File: config.mk
export PLATFORM = sky130hd
export DESIGN_NAME = hu_audiodec_rtl_dma_chunked_flat
export DESIGN_NICKNAME = d
export VERILOG_FILES = /design/src/rtl/hu_audiodec_rtl_dma_chunked_pkg.sv /design/src/rtl/hu_audiodec_rtl_dma_chunked_if.sv /design/src/rtl/hu_audiodec_rtl_dma_chunked_chunk_buf.sv /design/src/rtl/hu_audiodec_rtl_dma_chunked.sv /design/src/flat_wrapper.sv
export SDC_FILE = /design/constraint.sdc
export NUM_CORES = 2
export LEC_CHECK = 0
export ABC_CLOCK_PERIOD_IN_PS = 12500
export CORE_MARGIN = 4
export CORE_UTILIZATION = 35
export DETAILED_ROUTE_END_ITERATION = 10
export GPL_TIMING_DRIVEN = 0
export SLEW_MARGIN = 20
export SYNTH_ARGS = -nofsm -noshare
export SYNTH_HDL_FRONTEND = slang
export SYNTH_SLANG_ARGS = --single-unit
File: constraint.sdc
create_clock -name clk -period 12.5 [get_ports clk]
set_input_delay 1.875 -clock clk [delete_from_list [all_inputs] [get_ports clk]]
set_output_delay 1.875 -clock clk [all_outputs]
set_load 0.01 [all_outputs]
File: src/rtl/hu_audiodec_rtl_dma_chunked_pkg.sv
// Shared types, mode constants, debug layout and per-lane helpers for the chunked audio-decoder socket.
package hu_audiodec_pkg;

  typedef enum logic [2:0] {
    ST_IDLE    = 3'd0,
    ST_RD_REQ  = 3'd1,
    ST_RD_DATA = 3'd2,
    ST_WR_REQ  = 3'd3,
    ST_WR_DATA = 3'd4,
    ST_DONE    = 3'd5
  } state_e;

  localparam logic [1:0] MODE_COPY = 2'd0;
  localparam logic [1:0] MODE_NEG  = 2'd1;
  localparam logic [1:0] MODE_ASR  = 2'd2;

  localparam int DBG_STATE_LSB = 0;
  localparam int DBG_ERR_BIT   = 3;
  localparam int DBG_CHUNK_LSB = 16;

  function automatic logic [2:0] size_code(input int width);
    return (width == 64) ? 3'b011 : 3'b010;
  endfunction

  // Mode 3 (reserved) falls through to copy; the error flag is tracked elsewhere.
  function automatic logic [31:0] lane_op(input logic [1:0] mode, input logic [4:0] shamt,
                                          input logic [31:0] x);
    logic [31:0] r;
    case (mode)
      MODE_NEG: r = -x;
      MODE_ASR: r = $unsigned($signed(x) >>> shamt);
      default:  r = x;
    endcase
    return r;
  endfunction

endpackage

File: src/rtl/hu_audiodec_rtl_dma_chunked_if.sv
// ESP-style DMA read/write control and channel bundle; master is the accelerator side.
interface hu_audiodec_rtl_dma_chunked_if #(
  parameter int DMA_WIDTH = 32
);
  logic                 dma_read_ctrl_valid;
  logic                 dma_read_ctrl_ready;
  logic [31:0]          dma_read_ctrl_data_index;
  logic [31:0]          dma_read_ctrl_data_length;
  logic [2:0]           dma_read_ctrl_data_size;
  logic                 dma_read_chnl_valid;
  logic                 dma_read_chnl_ready;
  logic [DMA_WIDTH-1:0] dma_read_chnl_data;
  logic                 dma_write_ctrl_valid;
  logic                 dma_write_ctrl_ready;
  logic [31:0]          dma_write_ctrl_data_index;
  logic [31:0]          dma_write_ctrl_data_length;
  logic [2:0]           dma_write_ctrl_data_size;
  logic                 dma_write_chnl_valid;
  logic                 dma_write_chnl_ready;
  logic [DMA_WIDTH-1:0] dma_write_chnl_data;

  modport master (
    output dma_read_ctrl_valid, dma_read_ctrl_data_index, dma_read_ctrl_data_length,
           dma_read_ctrl_data_size, dma_read_chnl_ready,
           dma_write_ctrl_valid, dma_write_ctrl_data_index, dma_write_ctrl_data_length,
           dma_write_ctrl_data_size, dma_write_chnl_valid, dma_write_chnl_data,
    input  dma_read_ctrl_ready, dma_read_chnl_valid, dma_read_chnl_data,
           dma_write_ctrl_ready, dma_write_chnl_ready
  );

  modport slave (
    input  dma_read_ctrl_valid, dma_read_ctrl_data_index, dma_read_ctrl_data_length,
           dma_read_ctrl_data_size, dma_read_chnl_ready,
           dma_write_ctrl_valid, dma_write_ctrl_data_index, dma_write_ctrl_data_length,
           dma_write_ctrl_data_size, dma_write_chnl_valid, dma_write_chnl_data,
    output dma_read_ctrl_ready, dma_read_chnl_valid, dma_read_chnl_data,
           dma_write_ctrl_ready, dma_write_chnl_ready
  );
endinterface

File: src/rtl/hu_audiodec_rtl_dma_chunked_chunk_buf.sv
// Chunk staging buffer: BUF_DEPTH x DMA_WIDTH, synchronous write, combinational read.
module hu_audiodec_chunk_buf #(
  parameter  int DMA_WIDTH = 32,
  parameter  int BUF_DEPTH = 64,
  localparam int AW        = $clog2(BUF_DEPTH)
) (
  input  logic                 clk,
  input  logic                 wr_en_i,
  input  logic [AW-1:0]        wr_addr_i,
  input  logic [DMA_WIDTH-1:0] wr_data_i,
  input  logic [AW-1:0]        rd_addr_i,
  output logic [DMA_WIDTH-1:0] rd_data_o
);
  logic [DMA_WIDTH-1:0] mem_q [BUF_DEPTH];

  always_ff @(posedge clk) begin
    if (wr_en_i) mem_q[wr_addr_i] <= wr_data_i;
  end

  assign rd_data_o = mem_q[rd_addr_i];
endmodule

File: src/rtl/hu_audiodec_rtl_dma_chunked.sv
// Chunked load/compute/store accelerator: reads len beats in BUF_DEPTH chunks, applies a
// per-lane op, writes each chunk back at wr_offset + base, then pulses acc_done.
module hu_audiodec_rtl_dma_chunked
  import hu_audiodec_pkg::*;
#(
  parameter int DMA_WIDTH = 32,
  parameter int BUF_DEPTH = 64
) (
  input  logic        clk,
  input  logic        rst,
  input  logic [31:0] conf_info_len,
  input  logic [31:0] conf_info_wr_offset,
  input  logic [31:0] conf_info_mode,
  input  logic [31:0] conf_info_shift,
  input  logic        conf_done,
  output logic        acc_done,
  output logic [31:0] debug,
  hu_audiodec_rtl_dma_chunked_if.master dma
);
  localparam int         LANES     = DMA_WIDTH / 32;
  localparam int         AW        = $clog2(BUF_DEPTH);
  localparam int         CW        = AW + 1;
  localparam logic [2:0] SIZE_CODE = size_code(DMA_WIDTH);

  state_e        state_q, state_d;
  logic [31:0]   wr_off_q, wr_off_d;
  logic [1:0]    mode_q, mode_d;
  logic [4:0]    shift_q, shift_d;
  logic [31:0]   rem_q, rem_d;
  logic [31:0]   base_q, base_d;
  logic [CW-1:0] clen_q, clen_d;
  logic [CW-1:0] rcnt_q, rcnt_d;
  logic [CW-1:0] wcnt_q, wcnt_d;
  logic          err_q, err_d;
  logic [15:0]   chunks_q, chunks_d;

  logic                 rd_ctrl_hs, rd_beat, rd_last;
  logic                 wr_ctrl_hs, wr_beat, wr_last;
  logic [DMA_WIDTH-1:0] buf_rd_dat, wr_dat;
  logic                 unused_cfg;

  assign unused_cfg = ^{conf_info_mode[31:2], conf_info_shift[31:5]};

  function automatic logic [CW-1:0] chunk_len(input logic [31:0] rem);
    return (rem >= 32'(BUF_DEPTH)) ? CW'(BUF_DEPTH) : rem[CW-1:0];
  endfunction

  assign rd_ctrl_hs = (state_q == ST_RD_REQ) && dma.dma_read_ctrl_ready;
  assign rd_beat    = (state_q == ST_RD_DATA) && (rcnt_q < clen_q) && dma.dma_read_chnl_valid;
  assign rd_last    = rd_beat && (rcnt_q == clen_q - CW'(1));
  assign wr_ctrl_hs = (state_q == ST_WR_REQ) && dma.dma_write_ctrl_ready;
  assign wr_beat    = (state_q == ST_WR_DATA) && (wcnt_q < clen_q) && dma.dma_write_chnl_ready;
  assign wr_last    = wr_beat && (wcnt_q == clen_q - CW'(1));

  hu_audiodec_chunk_buf #(
    .DMA_WIDTH (DMA_WIDTH),
    .BUF_DEPTH (BUF_DEPTH)
  ) u_buf (
    .clk       (clk),
    .wr_en_i   (rd_beat),
    .wr_addr_i (rcnt_q[AW-1:0]),
    .wr_data_i (dma.dma_read_chnl_data),
    .rd_addr_i (wcnt_q[AW-1:0]),
    .rd_data_o (buf_rd_dat)
  );

  always_ff @(posedge clk) begin
    if (rst) begin
      state_q  <= ST_IDLE;
      wr_off_q <= '0;
      mode_q   <= '0;
      shift_q  <= '0;
      rem_q    <= '0;
      base_q   <= '0;
      clen_q   <= '0;
      rcnt_q   <= '0;
      wcnt_q   <= '0;
      err_q    <= 1'b0;
      chunks_q <= '0;
    end else begin
      state_q  <= state_d;
      wr_off_q <= wr_off_d;
      mode_q   <= mode_d;
      shift_q  <= shift_d;
      rem_q    <= rem_d;
      base_q   <= base_d;
      clen_q   <= clen_d;
      rcnt_q   <= rcnt_d;
      wcnt_q   <= wcnt_d;
      err_q    <= err_d;
      chunks_q <= chunks_d;
    end
  end

  always_comb begin
    state_d = state_q;
    case (state_q)
      ST_IDLE:    if (conf_done) state_d = (conf_info_len == 32'd0) ? ST_DONE : ST_RD_REQ;
      ST_RD_REQ:  if (rd_ctrl_hs) state_d = ST_RD_DATA;
      ST_RD_DATA: if (rd_last) state_d = ST_WR_REQ;
      ST_WR_REQ:  if (wr_ctrl_hs) state_d = ST_WR_DATA;
      ST_WR_DATA: if (wr_last) state_d = (rem_q == 32'(clen_q)) ? ST_DONE : ST_RD_REQ;
      ST_DONE:    state_d = ST_IDLE;
      default:    state_d = ST_IDLE;
    endcase
  end

  // Next chunk length is computed alongside the remaining-count update so it is
  // already registered when RD_REQ presents it.
  always_comb begin
    wr_off_d = wr_off_q;
    mode_d   = mode_q;
    shift_d  = shift_q;
    rem_d    = rem_q;
    base_d   = base_q;
    clen_d   = clen_q;
    rcnt_d   = rcnt_q;
    wcnt_d   = wcnt_q;
    err_d    = err_q;
    chunks_d = chunks_q;
    if (state_q == ST_IDLE && conf_done) begin
      wr_off_d = conf_info_wr_offset;
      mode_d   = conf_info_mode[1:0];
      shift_d  = conf_info_shift[4:0];
      rem_d    = conf_info_len;
      base_d   = '0;
      clen_d   = chunk_len(conf_info_len);
      rcnt_d   = '0;
      wcnt_d   = '0;
      err_d    = (conf_info_mode[1:0] == 2'd3);
      chunks_d = '0;
    end
    if (rd_beat) rcnt_d = rd_last ? '0 : rcnt_q + CW'(1);
    if (wr_beat) wcnt_d = wr_last ? '0 : wcnt_q + CW'(1);
    if (wr_last) begin
      base_d   = base_q + 32'(clen_q);
      rem_d    = rem_q - 32'(clen_q);
      clen_d   = chunk_len(rem_q - 32'(clen_q));
      chunks_d = chunks_q + 16'd1;
    end
  end

  always_comb begin
    wr_dat = '0;
    for (int l = 0; l < LANES; l++) begin
      wr_dat[l*32 +: 32] = lane_op(mode_q, shift_q, buf_rd_dat[l*32 +: 32]);
    end
  end

  always_comb begin
    dma.dma_read_ctrl_valid        = (state_q == ST_RD_REQ);
    dma.dma_read_ctrl_data_index   = base_q;
    dma.dma_read_ctrl_data_length  = 32'(clen_q);
    dma.dma_read_ctrl_data_size    = SIZE_CODE;
    dma.dma_read_chnl_ready        = (state_q == ST_RD_DATA) && (rcnt_q < clen_q);
    dma.dma_write_ctrl_valid       = (state_q == ST_WR_REQ);
    dma.dma_write_ctrl_data_index  = wr_off_q + base_q;
    dma.dma_write_ctrl_data_length = 32'(clen_q);
    dma.dma_write_ctrl_data_size   = SIZE_CODE;
    dma.dma_write_chnl_valid       = (state_q == ST_WR_DATA) && (wcnt_q < clen_q);
    dma.dma_write_chnl_data        = wr_dat;
    acc_done                       = (state_q == ST_DONE);
    debug                          = '0;
    debug[DBG_STATE_LSB +: 3]      = state_q;
    debug[DBG_ERR_BIT]             = err_q;
    debug[DBG_CHUNK_LSB +: 16]     = chunks_q;
  end
endmodule

File: src/flat_wrapper.sv
// flat-port wrapper written by rule: the top's interface ports become plain ports
module hu_audiodec_rtl_dma_chunked_flat import hu_audiodec_pkg::*;
#(
  parameter int DMA_WIDTH = 32,
  parameter int BUF_DEPTH = 64
)
  (clk, rst, conf_info_len, conf_info_wr_offset, conf_info_mode, conf_info_shift, conf_done, acc_done, debug, dma_dma_read_ctrl_valid, dma_dma_read_ctrl_data_index, dma_dma_read_ctrl_data_length, dma_dma_read_ctrl_data_size, dma_dma_read_chnl_ready, dma_dma_write_ctrl_valid, dma_dma_write_ctrl_data_index, dma_dma_write_ctrl_data_length, dma_dma_write_ctrl_data_size, dma_dma_write_chnl_valid, dma_dma_write_chnl_data, dma_dma_read_ctrl_ready, dma_dma_read_chnl_valid, dma_dma_read_chnl_data, dma_dma_write_ctrl_ready, dma_dma_write_chnl_ready);
  hu_audiodec_rtl_dma_chunked_if #(.DMA_WIDTH(DMA_WIDTH)) dma_i ();
  input  logic clk;
  input  logic rst;
  input  logic [31:0] conf_info_len;
  input  logic [31:0] conf_info_wr_offset;
  input  logic [31:0] conf_info_mode;
  input  logic [31:0] conf_info_shift;
  input  logic conf_done;
  output logic acc_done;
  output logic [31:0] debug;
  output wire logic [$bits(dma_i.dma_read_ctrl_valid)-1:0] dma_dma_read_ctrl_valid;
  output wire logic [$bits(dma_i.dma_read_ctrl_data_index)-1:0] dma_dma_read_ctrl_data_index;
  output wire logic [$bits(dma_i.dma_read_ctrl_data_length)-1:0] dma_dma_read_ctrl_data_length;
  output wire logic [$bits(dma_i.dma_read_ctrl_data_size)-1:0] dma_dma_read_ctrl_data_size;
  output wire logic [$bits(dma_i.dma_read_chnl_ready)-1:0] dma_dma_read_chnl_ready;
  output wire logic [$bits(dma_i.dma_write_ctrl_valid)-1:0] dma_dma_write_ctrl_valid;
  output wire logic [$bits(dma_i.dma_write_ctrl_data_index)-1:0] dma_dma_write_ctrl_data_index;
  output wire logic [$bits(dma_i.dma_write_ctrl_data_length)-1:0] dma_dma_write_ctrl_data_length;
  output wire logic [$bits(dma_i.dma_write_ctrl_data_size)-1:0] dma_dma_write_ctrl_data_size;
  output wire logic [$bits(dma_i.dma_write_chnl_valid)-1:0] dma_dma_write_chnl_valid;
  output wire logic [$bits(dma_i.dma_write_chnl_data)-1:0] dma_dma_write_chnl_data;
  input wire logic [$bits(dma_i.dma_read_ctrl_ready)-1:0] dma_dma_read_ctrl_ready;
  input wire logic [$bits(dma_i.dma_read_chnl_valid)-1:0] dma_dma_read_chnl_valid;
  input wire logic [$bits(dma_i.dma_read_chnl_data)-1:0] dma_dma_read_chnl_data;
  input wire logic [$bits(dma_i.dma_write_ctrl_ready)-1:0] dma_dma_write_ctrl_ready;
  input wire logic [$bits(dma_i.dma_write_chnl_ready)-1:0] dma_dma_write_chnl_ready;
  assign dma_dma_read_ctrl_valid = dma_i.dma_read_ctrl_valid;
  assign dma_dma_read_ctrl_data_index = dma_i.dma_read_ctrl_data_index;
  assign dma_dma_read_ctrl_data_length = dma_i.dma_read_ctrl_data_length;
  assign dma_dma_read_ctrl_data_size = dma_i.dma_read_ctrl_data_size;
  assign dma_dma_read_chnl_ready = dma_i.dma_read_chnl_ready;
  assign dma_dma_write_ctrl_valid = dma_i.dma_write_ctrl_valid;
  assign dma_dma_write_ctrl_data_index = dma_i.dma_write_ctrl_data_index;
  assign dma_dma_write_ctrl_data_length = dma_i.dma_write_ctrl_data_length;
  assign dma_dma_write_ctrl_data_size = dma_i.dma_write_ctrl_data_size;
  assign dma_dma_write_chnl_valid = dma_i.dma_write_chnl_valid;
  assign dma_dma_write_chnl_data = dma_i.dma_write_chnl_data;
  assign dma_i.dma_read_ctrl_ready = dma_dma_read_ctrl_ready;
  assign dma_i.dma_read_chnl_valid = dma_dma_read_chnl_valid;
  assign dma_i.dma_read_chnl_data = dma_dma_read_chnl_data;
  assign dma_i.dma_write_ctrl_ready = dma_dma_write_ctrl_ready;
  assign dma_i.dma_write_chnl_ready = dma_dma_write_chnl_ready;
  hu_audiodec_rtl_dma_chunked #(.DMA_WIDTH(DMA_WIDTH), .BUF_DEPTH(BUF_DEPTH)) u_core (.clk(clk), .rst(rst), .conf_info_len(conf_info_len), .conf_info_wr_offset(conf_info_wr_offset), .conf_info_mode(conf_info_mode), .conf_info_shift(conf_info_shift), .conf_done(conf_done), .acc_done(acc_done), .debug(debug), .dma(dma_i));
endmodule
# After elaboration in Yosys (flattened, before gate mapping)
# Memories as Yosys holds them, arrays and structs flattened. A register that Yosys moved wholly into a read port is not among the register bits.
# Cells that the tools add are included.
totals:
  ff_bits: 144
  mem_bits_rw: 2048
  inputBits: 167
  out_inout_bits: 203
  elab_cells: 84
  mem_count: 1
mem_list:
  columns: ["memory", "words", "word_bits", "read_ports", "rd_ports_with_merged_regs", "wr", "line_no", "text"]
  rows:
  - ["u_core.u_buf.mem_q", 64, 32, 1, 1, 1, "hu_audiodec_rtl_dma_chunked_chunk_buf.sv:14", "logic [DMA_WIDTH-1:0] mem_q [BUF_DEPTH];"]
op_classes:
  n_addsub: 8
  order_cmp: 4
  eq_ne: 16
  shifts: 1
  n_mux: 28
  reduce_logical: 15
op_table:
  columns: ["cell", "count"]
  rows:
  - ["$mux W32", 4]
  - ["$ge A32 B7 Y1 const B", 2]
  - ["$pmux W32 S2", 1]
  - ["$mux W7", 9]
  - ["$add A32 B32 Y32", 1]
  - ["$add A32 B7 Y32", 1]
  - ["$eq A32 B7 Y1", 1]
  - ["$logic_not A32 Y1", 1]
  - ["$mux W16", 2]
  - ["$neg A32 Y32", 1]
  - ["$sshr A32 B5 Y32", 1]
  - ["$sub A32 B7 Y32", 1]
  - ["$mux W3", 7]
  - ["$add A16 B1 Y16 const B", 1]
  - ["$pmux W3 S5", 1]
  - ["$add A7 B1 Y7 const B", 2]
  - ["$eq A7 B7 Y1", 2]
  - ["$lt A7 B7 Y1", 2]
  - ["$mux W6", 2]
  - ["$logic_and A1 B1 Y1", 9]
  - ["$ne A2 B1 Y1 const B", 4]
  - ["$sub A7 B1 Y7 const B", 1]
  - ["$eq A3 B2 Y1 const B", 2]
  - ["$eq A3 B3 Y1 const B", 2]
  - ["other kinds (8)", 12]

# Depth between registers and ports, before layout
depth:
  ltp_word: 8
  depth_mapped: 19
  ltp_nobuf: 14

# Cells and area by module
# Synthesis repeated with hierarchy kept, for this count alone.
unflattened:
  cells_unflattened: 5056
  area_unflattened_um2: 90713.3
modules_own_cells:
  columns: ["mod", "n_inst", "cells_per_inst", "area_each_um2", "seq_area_each_um2"]
  rows:
  - ["hu_audiodec_chunk_buf", 1, 3292, 77874.7, 61499.0]
  - ["hu_audiodec_rtl_dma_chunked", 1, 1764, 12838.6, 2882.8]

# Least setup slack after synthesis
# OpenSTA, ideal clock, no wires.
synth_path:
  kind: "flip-flop to output port"
  startpoint: "register (tool-made name)"
  endpoint: "output port dma_dma_write_chnl_data[28]"
  arrival_ps: 3773
  t_required_ps: 10625
  slack_ps: 6852
  path_stages_with_launch: 16
  path_buffers: 5
  path_cell_list: "dfxtp_1 -> buf_4 -> buf_4 -> buf_4 -> buf_2 -> clkbuf_1 -> mux4_2 -> a22oi_1 -> o211ai_1 -> nor4_2 -> nand4_1 -> nor4_4 -> nand3_2 -> nor4_1 -> nor3_1 -> nand4b_1"
synth_lines:
  columns: ["item", "line_no", "text"]
  rows:
  - ["end, declared", "flat_wrapper.sv:28", "output wire logic [$bits(dma_i.dma_write_chnl_data)-1:0] dma_dma_write_chnl_data;"]

==> metrics.txt <==
placed insts approximately 9400; number of global-route vias before repair 56800; Peak VDD IR between 0.1 and 0.15 mV; Post-synth EDFFs 2048; I/O Buffers 243; DR vias 60800; sequential-to-total area share from yosys stat between 70% and 80%; die area 270000 um2; nature of the critical path endpoint output port; Vias/cell about 6.2; Async SR Flop Fraction 0%; Worst setup SP type register; GRT Total Usage 26.9%; worst setup margin 2.21 ns; Hold Buf Count CTS 0; Die Height 520 um; status finished, final reports clean; pre-CTS WS 3.32 ns; CTS tree built; antenna-violating nets left 0; wire length per cell between 30 and 40 um; Syn Inst Count 5367; fin. max-slew vios 0; Max Cap Violations 0; Leak Pwr about 35 nW; CP Data Arrival Time around 8.4 ns; Clock Pin Slew Worst Setup and Hold Paths 0.06 ns; post-synth cell types between 90 and 100; grt total ovfl 0; worst hold path type reg2reg; slew of the pin with the lowest slew margin about 1.3 ns; largest net degree at the start of global routing 57; H-tree Lvls 4; Critical Path Fanout Max 10; core area ~260000 um2; Final Hold Slack ~0.46 ns; f_max 97.2 MHz; fraction of final layout cells sized beyond drive strength 1 21.8%; DRT iter0 DRCs 11000; Worst-Skew Late Latency 0.91 ns; Tcrit/Tclk final a little over 80%; Post-CTS Repair Setup Buffers 0; Syn Area/Cell about 17 um2; Die Width around 520 um; fin util a little over two fifths; unrepaired setup endpoints after global routing false; clock buffer depth 3; pwr/cell area 145 nW/um2; slew margin rel. ~15%; clk_skew between 0.09 and 0.1 ns; residual DRC count 0; design area 111000 um2; crit path time final 10.29 ns; std cell rows 187; final hold vios 0; first-pass GRT wire length 499000 um; synthesis-to-layout area growth 21.3%; CTS resizes 0; # setup viols final 0; synth warn 0; WP data required 10.62 ns; initial core utilization 35.2%; dpl cell area 104000 um2; final std cells w/o fill just under 10000; cts bufs inserted about 220; Worst Setup Path Type reg2out; drt total wl 374000 um; Main synth FF type edfxtp_1; initial antenna violation count 36; Post-layout nets around 6400; post-synthesis instance area 91600 um2; Clock Sinks 2198; Tot Pwr 16.2 mW; RD Place Congestion 0.912; hpwl dp 267000 um; clock root buffer clkbuf_16; num ports 370; Yosys reg bits 2198; Setup TNS 0 ns; Pre-antenna DRT Iters 6
power breakdown:
part,internal [mW],leakage [nW],switching (mW)
combinational,0.536,11.9,0.947
clock,3.60,3.43,2.93
sequential,8.08,19.6,0.0660
total,12.2,35.0,3.94
worst max-delay path, stage by stage (launching register included):
cell,delay [ns]
dfxtp_1,0.30
clkbuf_1,0.43
clkbuf_1,0.70
clkbuf_1,0.56
clkbuf_1,0.91
clkbuf_2,0.77
nand3_1,0.15
o211ai_1,0.21
o22ai_1,0.38
nor3_1,1.02
mux2i_1,0.24
mux2i_1,0.56
mux2i_1,0.22
a22oi_1,0.29
a221o_1,0.25
clkdlybuf4s50_1,0.56
final cells by class:
cell class	count	area, um2
multi-input combinational	2802	25600
sequential	2198	64500
tap	3496	4370
antenna	21	52.6
fill	22800	149000
inverter	52	195
clock buffer	275	5780
buffer	381	2210
clock inverter	140	1280
timing repair buffer	465	7080
placed cells by master (no fill, tap or decap), types with 43 or more instances in the layout:
cell type,count
nor3_1,73
nor2_4,68
buf_4,114
o21ai_0,94
conb_1,68
clkbuf_16,222
a22oi_1,127
nor2_1,216
inv_1,44
dfxtp_1,150
clkbuf_1,180
mux2i_1,246
buf_16,75
xnor2_1,43
ha_1,66
buf_12,128
buf_2,99
edfxtp_1,2048
o22ai_1,44
nand3_1,131
clkinv_1,72
a21oi_1,215
clkdlybuf4s50_1,211
nand2_1,297
mux4_2,420
routing by layer:
metal  vias up  part of all wire, %  GRT usage [%]
li1      23100                    -              -
met1     31500                   36           35.3
met2      5116                   44           40.7
met3       997                   14           8.23
met4        22                  6.0           13.2
met5         -                0.040              0
state kept, by name (all words and copies together), names as in the netlist, 7 cells and up, named ones only:
register	cells
u_core.u_buf.mem_q	2048
u_core.rcnt_q	7
u_core.dma.dma_read_ctrl_data_index	32
u_core.wcnt_q	7
u_core.rem_q	32
u_core.chunks_q	16
u_core.wr_off_q	32
u_core.clen_q	7
cell families (layout without fill, tap and decap cells):
group | after synthesis | after routing | share of synthesized area (%)
simple gates | 1096 | 1096 | 5.86
buf+inv | 433 | 1313 | 2.59
compound gates | 795 | 795 | 5.85
mux | 712 | 712 | 13.7
flops | 2198 | 2198 | 70.4
fa+ha+maj | 69 | 69 | 0.967
xor+xnor | 62 | 62 | 0.593
other cells | 2 | 89 | 0.00820
final timing paths:
check	startpoint	to	slack [ns]	cells after the start
worst max-delay path	register	dma_dma_write_chnl_data[10]	2.21	15
worst min-delay path	u_core.wr_off_q[22]	u_core.wr_off_q[22]	0.46	2
worst max register to register	u_core.clen_q[1]	u_core.u_buf.mem_q[11][3]	6.95	15
worst min register to register	u_core.wr_off_q[22]	u_core.wr_off_q[22]	0.46	2
Yosys cell counts (all sizes together) (11+ instances only):
cell / n / area [um2]
a211oi: 26 / 195
a21o: 18 / 135
a21oi: 215 / 1080
a221oi: 27 / 236
a22o: 18 / 158
a22oi: 128 / 961
a31oi: 22 / 138
a32oi: 14 / 123
and2: 11 / 68.8
and3: 34 / 213
buf: 226 / 1600
clkbuf: 155 / 582
dfxtp: 150 / 3000
edfxtp: 2048 / 61500
ha: 66 / 826
inv: 45 / 169
mux2: 36 / 405
mux2i: 247 / 2480
mux4: 429 / 9700
nand2: 298 / 1120
nand2b: 28 / 175
nand3: 133 / 676
nand3b: 18 / 135
nand4: 40 / 250
nor2: 289 / 1090
nor2b: 35 / 219
nor3: 79 / 420
nor4: 39 / 327
o211ai: 30 / 230
o21a: 18 / 135
o21ai: 101 / 505
o221ai: 22 / 193
o22ai: 44 / 275
or2: 19 / 119
or3: 33 / 206
or4: 11 / 82.6
xnor2: 43 / 377
xor2: 19 / 166
Note: power is estimated with default switching activity, not from simulation.
